$ cat config.mk
export PLATFORM = sky130hd
export DESIGN_NAME = divider_seq
export DESIGN_NICKNAME = d
export VERILOG_FILES = /design/src/rtl/divider_seq_pkg.sv /design/src/rtl/divider_seq_rca_nb.sv /design/src/rtl/divider_seq.sv
export SDC_FILE = /design/constraint.sdc
export NUM_CORES = 1
export LEC_CHECK = 0
export BUFFER_PORTS_ARGS = -buffer_cell sky130_fd_sc_hd__buf_2
export CAP_MARGIN = 20
export CORE_MARGIN = 3
export CORE_UTILIZATION = 30
export CTS_CLUSTER_DIAMETER = 30
export CTS_CLUSTER_SIZE = 25
export DETAILED_ROUTE_END_ITERATION = 8
export SETUP_SLACK_MARGIN = 0.2
export SLEW_MARGIN = 20
export SYNTH_ARGS = -nofsm -noshare
export SYNTH_HDL_FRONTEND = slang
export SYNTH_SLANG_ARGS = --single-unit
$ cat constraint.sdc
create_clock -name clk -period 5.9 [get_ports clk]
set_input_delay 1.18 -clock clk [delete_from_list [all_inputs] [get_ports clk]]
set_output_delay 1.18 -clock clk [all_outputs]
set_load 0.02 [all_outputs]
$ cat src/rtl/divider_seq_pkg.sv
// divider_seq_pkg
//   Shared definitions for the sequential multiplier/divider pair.
//   Holds the default operand widths and the divider FSM state encoding.
//   There are no ports; other files pull this in with import divider_seq_pkg::*.
package divider_seq_pkg;

  // Default widths shared by the shift-and-add multiplier and the divider.
  localparam int DIV_N = 12;
  localparam int DIV_M = 6;

  // Divider control states.
  typedef enum logic [1:0] {
    ST_IDLE = 2'd0,
    ST_RUN  = 2'd1,
    ST_FIN  = 2'd2
  } state_t;

  // The step counter holds 0..n-1 and gets one spare bit of headroom.
  function automatic int step_cnt_width(input int n);
    return $clog2(n) + 1;
  endfunction

endpackage

$ cat src/rtl/divider_seq_rca_nb.sv
// rca_nb
//   Generic W-bit ripple-carry adder built from a chain of full adders.
//   The divider uses it for its trial subtraction: it adds the inverted
//   divisor with the carry-in set.
// Ports
//   a, b  in   W  addends
//   cin   in   1  carry in
//   sum   out  W  a + b + cin, truncated to W bits
//   co    out  1  carry out of the top bit
module rca_nb #(
  parameter int W = 4
) (
  input  logic [W-1:0] a,
  input  logic [W-1:0] b,
  input  logic         cin,
  output logic [W-1:0] sum,
  output logic         co
);

  logic [W:0] carry;

  assign carry[0] = cin;

  for (genvar i = 0; i < W; i++) begin : g_fa
    assign sum[i]     = a[i] ^ b[i] ^ carry[i];
    assign carry[i+1] = (a[i] & b[i]) | (carry[i] & (a[i] ^ b[i]));
  end

  assign co = carry[W];

endmodule

$ cat src/rtl/divider_seq.sv
// divider_seq
//   Sequential restoring divider. It divides an N-bit unsigned dividend by an
//   M-bit unsigned divisor and resolves one quotient bit per clock.
//   A division takes N RUN cycles followed by one FIN cycle. A zero divisor
//   skips RUN and goes straight to FIN with the divide-by-zero result.
// Ports
//   clk          in   1  system clock, rising edge
//   clr          in   1  synchronous active-high reset; takes priority over start
//   start        in   1  division request; only looked at in IDLE
//   dividend     in   N  unsigned dividend, captured on an accepted start
//   divisor      in   M  unsigned divisor, captured on an accepted start
//   busy         out  1  high while the divider is stepping (RUN)
//   done         out  1  one-cycle pulse in FIN; the results are valid from this cycle
//   div_by_zero  out  1  set when the last accepted division had a zero divisor
//   quotient     out  N  registered quotient; held until the next result
//   remainder    out  M  registered remainder; held until the next result
module divider_seq
  import divider_seq_pkg::*;
#(
  parameter int N = DIV_N,
  parameter int M = DIV_M
) (
  input  logic         clk,
  input  logic         clr,
  input  logic         start,
  input  logic [N-1:0] dividend,
  input  logic [M-1:0] divisor,
  output logic         busy,
  output logic         done,
  output logic         div_by_zero,
  output logic [N-1:0] quotient,
  output logic [M-1:0] remainder
);

  localparam int            CW        = step_cnt_width(N);
  localparam logic [CW-1:0] LAST_STEP = CW'(N - 1);

  state_t state, state_next;

  logic [N-1:0]  q;
  logic [M-1:0]  dsr;
  logic [M-1:0]  rem;
  logic [CW-1:0] cnt;

  logic [M:0]    t;
  logic [M:0]    diff;
  logic          no_borrow;
  logic [N-1:0]  q_next;
  logic [M-1:0]  rem_next;
  logic          unused_diff_msb;
  logic          last_step;

  // The partial remainder always stays below the divisor, so it fits in M
  // bits. The extra bit needed during a step exists only in the trial value t,
  // which is the remainder shifted left with the next dividend bit brought in.
  assign t = {rem, q[N-1]};

  // t - divisor, computed as t + ~divisor + 1. A carry out means there was no
  // borrow, i.e. t >= divisor.
  rca_nb #(.W(M + 1)) u_trial_sub (
    .a   (t),
    .b   (~{1'b0, dsr}),
    .cin (1'b1),
    .sum (diff),
    .co  (no_borrow)
  );

  // Keep the difference when the subtraction fits, otherwise restore t. When
  // the subtraction fits, the top bit of the difference is always zero, so it
  // is not needed.
  assign q_next          = {q[N-2:0], no_borrow};
  assign rem_next        = no_borrow ? diff[M-1:0] : t[M-1:0];
  assign unused_diff_msb = diff[M];
  assign last_step       = (cnt == LAST_STEP);

  // State register. clr forces IDLE on any state and any start value.
  always_ff @(posedge clk) begin
    if (clr) begin
      state <= ST_IDLE;
    end else begin
      state <= state_next;
    end
  end

  // Next-state logic. A zero divisor skips RUN so that done arrives on the
  // very next cycle.
  always_comb begin
    state_next = state;
    case (state)
      ST_IDLE: begin
        if (start) begin
          state_next = (divisor != '0) ? ST_RUN : ST_FIN;
        end
      end
      ST_RUN: begin
        if (last_step) begin
          state_next = ST_FIN;
        end
      end
      ST_FIN:  state_next = ST_IDLE;
      default: state_next = ST_IDLE;
    endcase
  end

  // Status outputs are decoded directly from the state register.
  always_comb begin
    busy = 1'b0;
    done = 1'b0;
    case (state)
      ST_RUN:  busy = 1'b1;
      ST_FIN:  done = 1'b1;
      default: ;
    endcase
  end

  // Datapath and result registers. The results load on the edge that enters
  // FIN, so they are already valid while done is high. They keep their old
  // values during RUN, and a start seen outside IDLE changes nothing.
  always_ff @(posedge clk) begin
    if (clr) begin
      q           <= '0;
      dsr         <= '0;
      rem         <= '0;
      cnt         <= '0;
      quotient    <= '0;
      remainder   <= '0;
      div_by_zero <= 1'b0;
    end else begin
      case (state)
        ST_IDLE: begin
          if (start) begin
            if (divisor != '0) begin
              q           <= dividend;
              dsr         <= divisor;
              rem         <= '0;
              cnt         <= '0;
              div_by_zero <= 1'b0;
            end else begin
              quotient    <= '1;
              remainder   <= '0;
              div_by_zero <= 1'b1;
            end
          end
        end
        ST_RUN: begin
          q   <= q_next;
          rem <= rem_next;
          cnt <= cnt + 1'b1;
          if (last_step) begin
            quotient  <= q_next;
            remainder <= rem_next;
          end
        end
        default: ;
      endcase
    end
  end

endmodule

==> impl_results.md <==
* Main synth FF type: dfxtp_1
* Asr flop ratio synth at 0%
* Vias in the first global route at around 1900
* First-pass GRT wire length at approximately 9.2 mm
* Root buf cell: clkbuf_8
* Hold Path Class: register to register
* Synthesized instance count at approximately 260
* Largest cells by area after synthesis: dfxtp_1, mux2i_1, a211oi_1
* Post-synth top area share at between 40% and 50%
* Drt via density at ~5
* VDD IR max at between 0.0001 and 0.00015 V
* DRT iter0 DRCs at between 150 and 200
* Syn_area_per_cell at ~9.4 sq um
* Num ports at between 40 and 50
* Post-Syn Area at between 2000 and 2500 sq um
* Post-synth cell types at 33
* EDFF count, synth at 0
* Chip Height at 95.3 microns
* Worst reg-to-reg path cell count at 11
* Post-DP HPWL at between 3 and 4 mm
* Worst Skew at between 8 and 9 ps
* Gr usage total at between 10% and 20%
* Worst-case clock buffer depth at 2
* H-tree depth at 2
* CP Data Required Time at 6140 ps
* Fin crit share at around three fifths
* Max Clk Rate at roughly 290 MHz
* Yosys reg bits at 50
* Post-route ant nets at 0
* Die Wd at 95.3 microns
* Clock buffer count from CTS at 5
* Core ar. at 7490 sq um
* Placer congestion estimate at about 0.76
* Drt drc at 0
* Endpoints failing hold at 0
* CP Class: register to register
* Hold Worst Slack at around 500 ps
* FILL cells at about 760
* CTS tree: built
* Worst skew pair latency at 310 ps
* Seq/Total Area, Yosys at approximately two fifths
* Setup TNS at 0 ps
* Ant. Diodes at 0
* Drt first pass iters at 4
* Nets at 313
* Synthesis Warnings at 0
* Pin count of the biggest net entering global routing at 51
* Period minus WS final at 3490 ps
* WL final at around 5.4 mm
* Leakage at ~1.1 nW
* Max Slew Vio Count at 0
* Hold path depth at 2
* Arrival time worst endpoint at ~3700 ps
* Initial antenna violation count at 0
* Tot Pwr at 0.000773 W
* RSZ-0062 raised after global routing: no
* Worst-margin pin slew at 1030 ps
* DR WL/cell at ~14 microns
* Row Count at 31
* Clock sink count at 50
* Clock-pin slew on the worst setup and hold paths at 90 ps
* Final setup fails at 0
* Area Overhead vs Synth at 16.5%
* DR vias at approximately 1900
* Post-Syn Nets at between 200 and 300
* CP endpoint kind: register
* Post-CTS sizing at 0
* Port bufs at 41
* Pwr/cell area at approximately 280 nW/um^2
* Initial core utilization at 32.0%
* Post-synth top area cell: dfxtp_1
* GRT Residual Overflow at 0
* Die area at 9090 sq um
* Share of cells above drive strength 1 at a little over a quarter
* Max-Cap Viols at 0
* CTS Hold Bufs at 0
* CP Max Fanout at 7
* Post-CTS setup buffers at 0
* Status: finished clean
* Startpoint types: register
* Slew margin rel. at approximately 31%
[cell type report]
class,count,area [sq um],area share (%)
multi-input combinational,175,1250,44.8
tap,99,124,4.44
sequential,50,1000,35.9
inverter,8,30.0,1.08
clock inverter,3,68.8,2.47
timing repair buffer,45,248,8.88
clock buffer,5,68.8,2.47
[registers in the layout, summed over array words and instances (netlist names)]
signal,count
cnt,5
div_by_zero,1
dsr,6
q,12
quotient,12
rem,6
remainder,6
state,2
[worst max-delay path, stage by stage, from the launching register on]
cell and delay, ps:
dfxtp_1 360, inv_1 50, ha_1 200, fa_1 380, fa_1 380, fa_1 380, fa_1 390, fa_1 470
nor3b_1 180, a211oi_1 340, o21ai_1 140, a21oi_2 160
[per-layer routing]
metal / wire (microns) / GRT usage, % / up-vias
li1: - / - / 966
met1: 2650 / 17.7 / 896
met2: 2340 / 18.7 / 44
met3: 308 / 2.60 / 10
met4: 129 / 5.65 / 0
met5: 0 / 0 / -
[layout by cell type (no fill, tap or decap), types with 2 or more instances in the layout]
master	Yosys	final
mux2i_1	17	17
nor2_1	32	32
bufinv_16	0	2
fa_1	5	5
a211oi_1	18	18
nor3_1	25	25
nor3b_1	6	6
a311oi_1	2	2
o21ai_1	6	6
nand2b_1	3	3
inv_1	8	8
nand3b_1	6	6
o21ai_0	2	2
ha_1	2	2
dfxtp_1	50	50
clkbuf_8	0	5
a31oi_1	6	6
nand3_1	5	5
buf_2	7	41
nand2_1	5	5
a21oi_1	7	7
buf_4	0	3
nor3_2	12	12
a21oi_2	7	7
[synth_stat cells (2+ instances only)]
cell,count
dfxtp_1,50
nor2_1,32
nor3_1,25
a211oi_1,18
mux2i_1,17
nor3_2,12
clkbuf_1,10
inv_1,8
a21oi_1,7
a21oi_2,7
buf_2,7
a31oi_1,6
nand3b_1,6
nor3b_1,6
o21ai_1,6
fa_1,5
nand2_1,5
nand3_1,5
buf_6,3
nand2b_1,3
a311oi_1,2
buf_1,2
ha_1,2
o21ai_0,2
[kinds of logic (layout without fill, tap and decap cells)]
logic type               Yosys count  after routing  share of synthesized area [%]
AO/OA/AOI/OAI                     49             49                           14.0
adder cells (fa/ha/maj)            7              7                           5.23
multiplexers                      18             18                           7.58
AND/OR/NAND/NOR                  101            101                           25.4
buffers and inverters             30             61                           6.01
flip-flops                        50             50                           41.8
[stage by stage]
stage	utilization [%]	cells	area, sq um	setup slack (ps)
floorplan	-	255	2390	2660
global placement	35.1	376	2630	2450
detailed placement	35.1	376	2630	2410
CTS	37.0	384	2770	2380
global route	37.3	385	2790	2210
finish	37.3	385	2790	2410
[power breakdown]
| group | leakage [nW] | total [W] | switching, W | internal (W) |
|---|---|---|---|---|
| registers | 0.408 | 0.000369 | 0.0000150 | 0.000354 |
| logic | 0.636 | 0.000117 | 0.0000671 | 0.0000504 |
| clock network | 0.0683 | 0.000286 | 0.000116 | 0.000170 |
[path summary, 6_finish.rpt]
path,from,to,slack (ps)
setup / recovery,q[11]$_SDFFE_PP0P_,remainder[2]$_SDFFE_PP0P_,2410
setup reg to reg,q[11]$_SDFFE_PP0P_,remainder[2]$_SDFFE_PP0P_,2410
hold reg to reg,remainder[1]$_SDFFE_PP0P_,remainder[1]$_SDFFE_PP0P_,490
hold / removal,remainder[1]$_SDFFE_PP0P_,remainder[1]$_SDFFE_PP0P_,490
(Power assumes the default switching activity.)
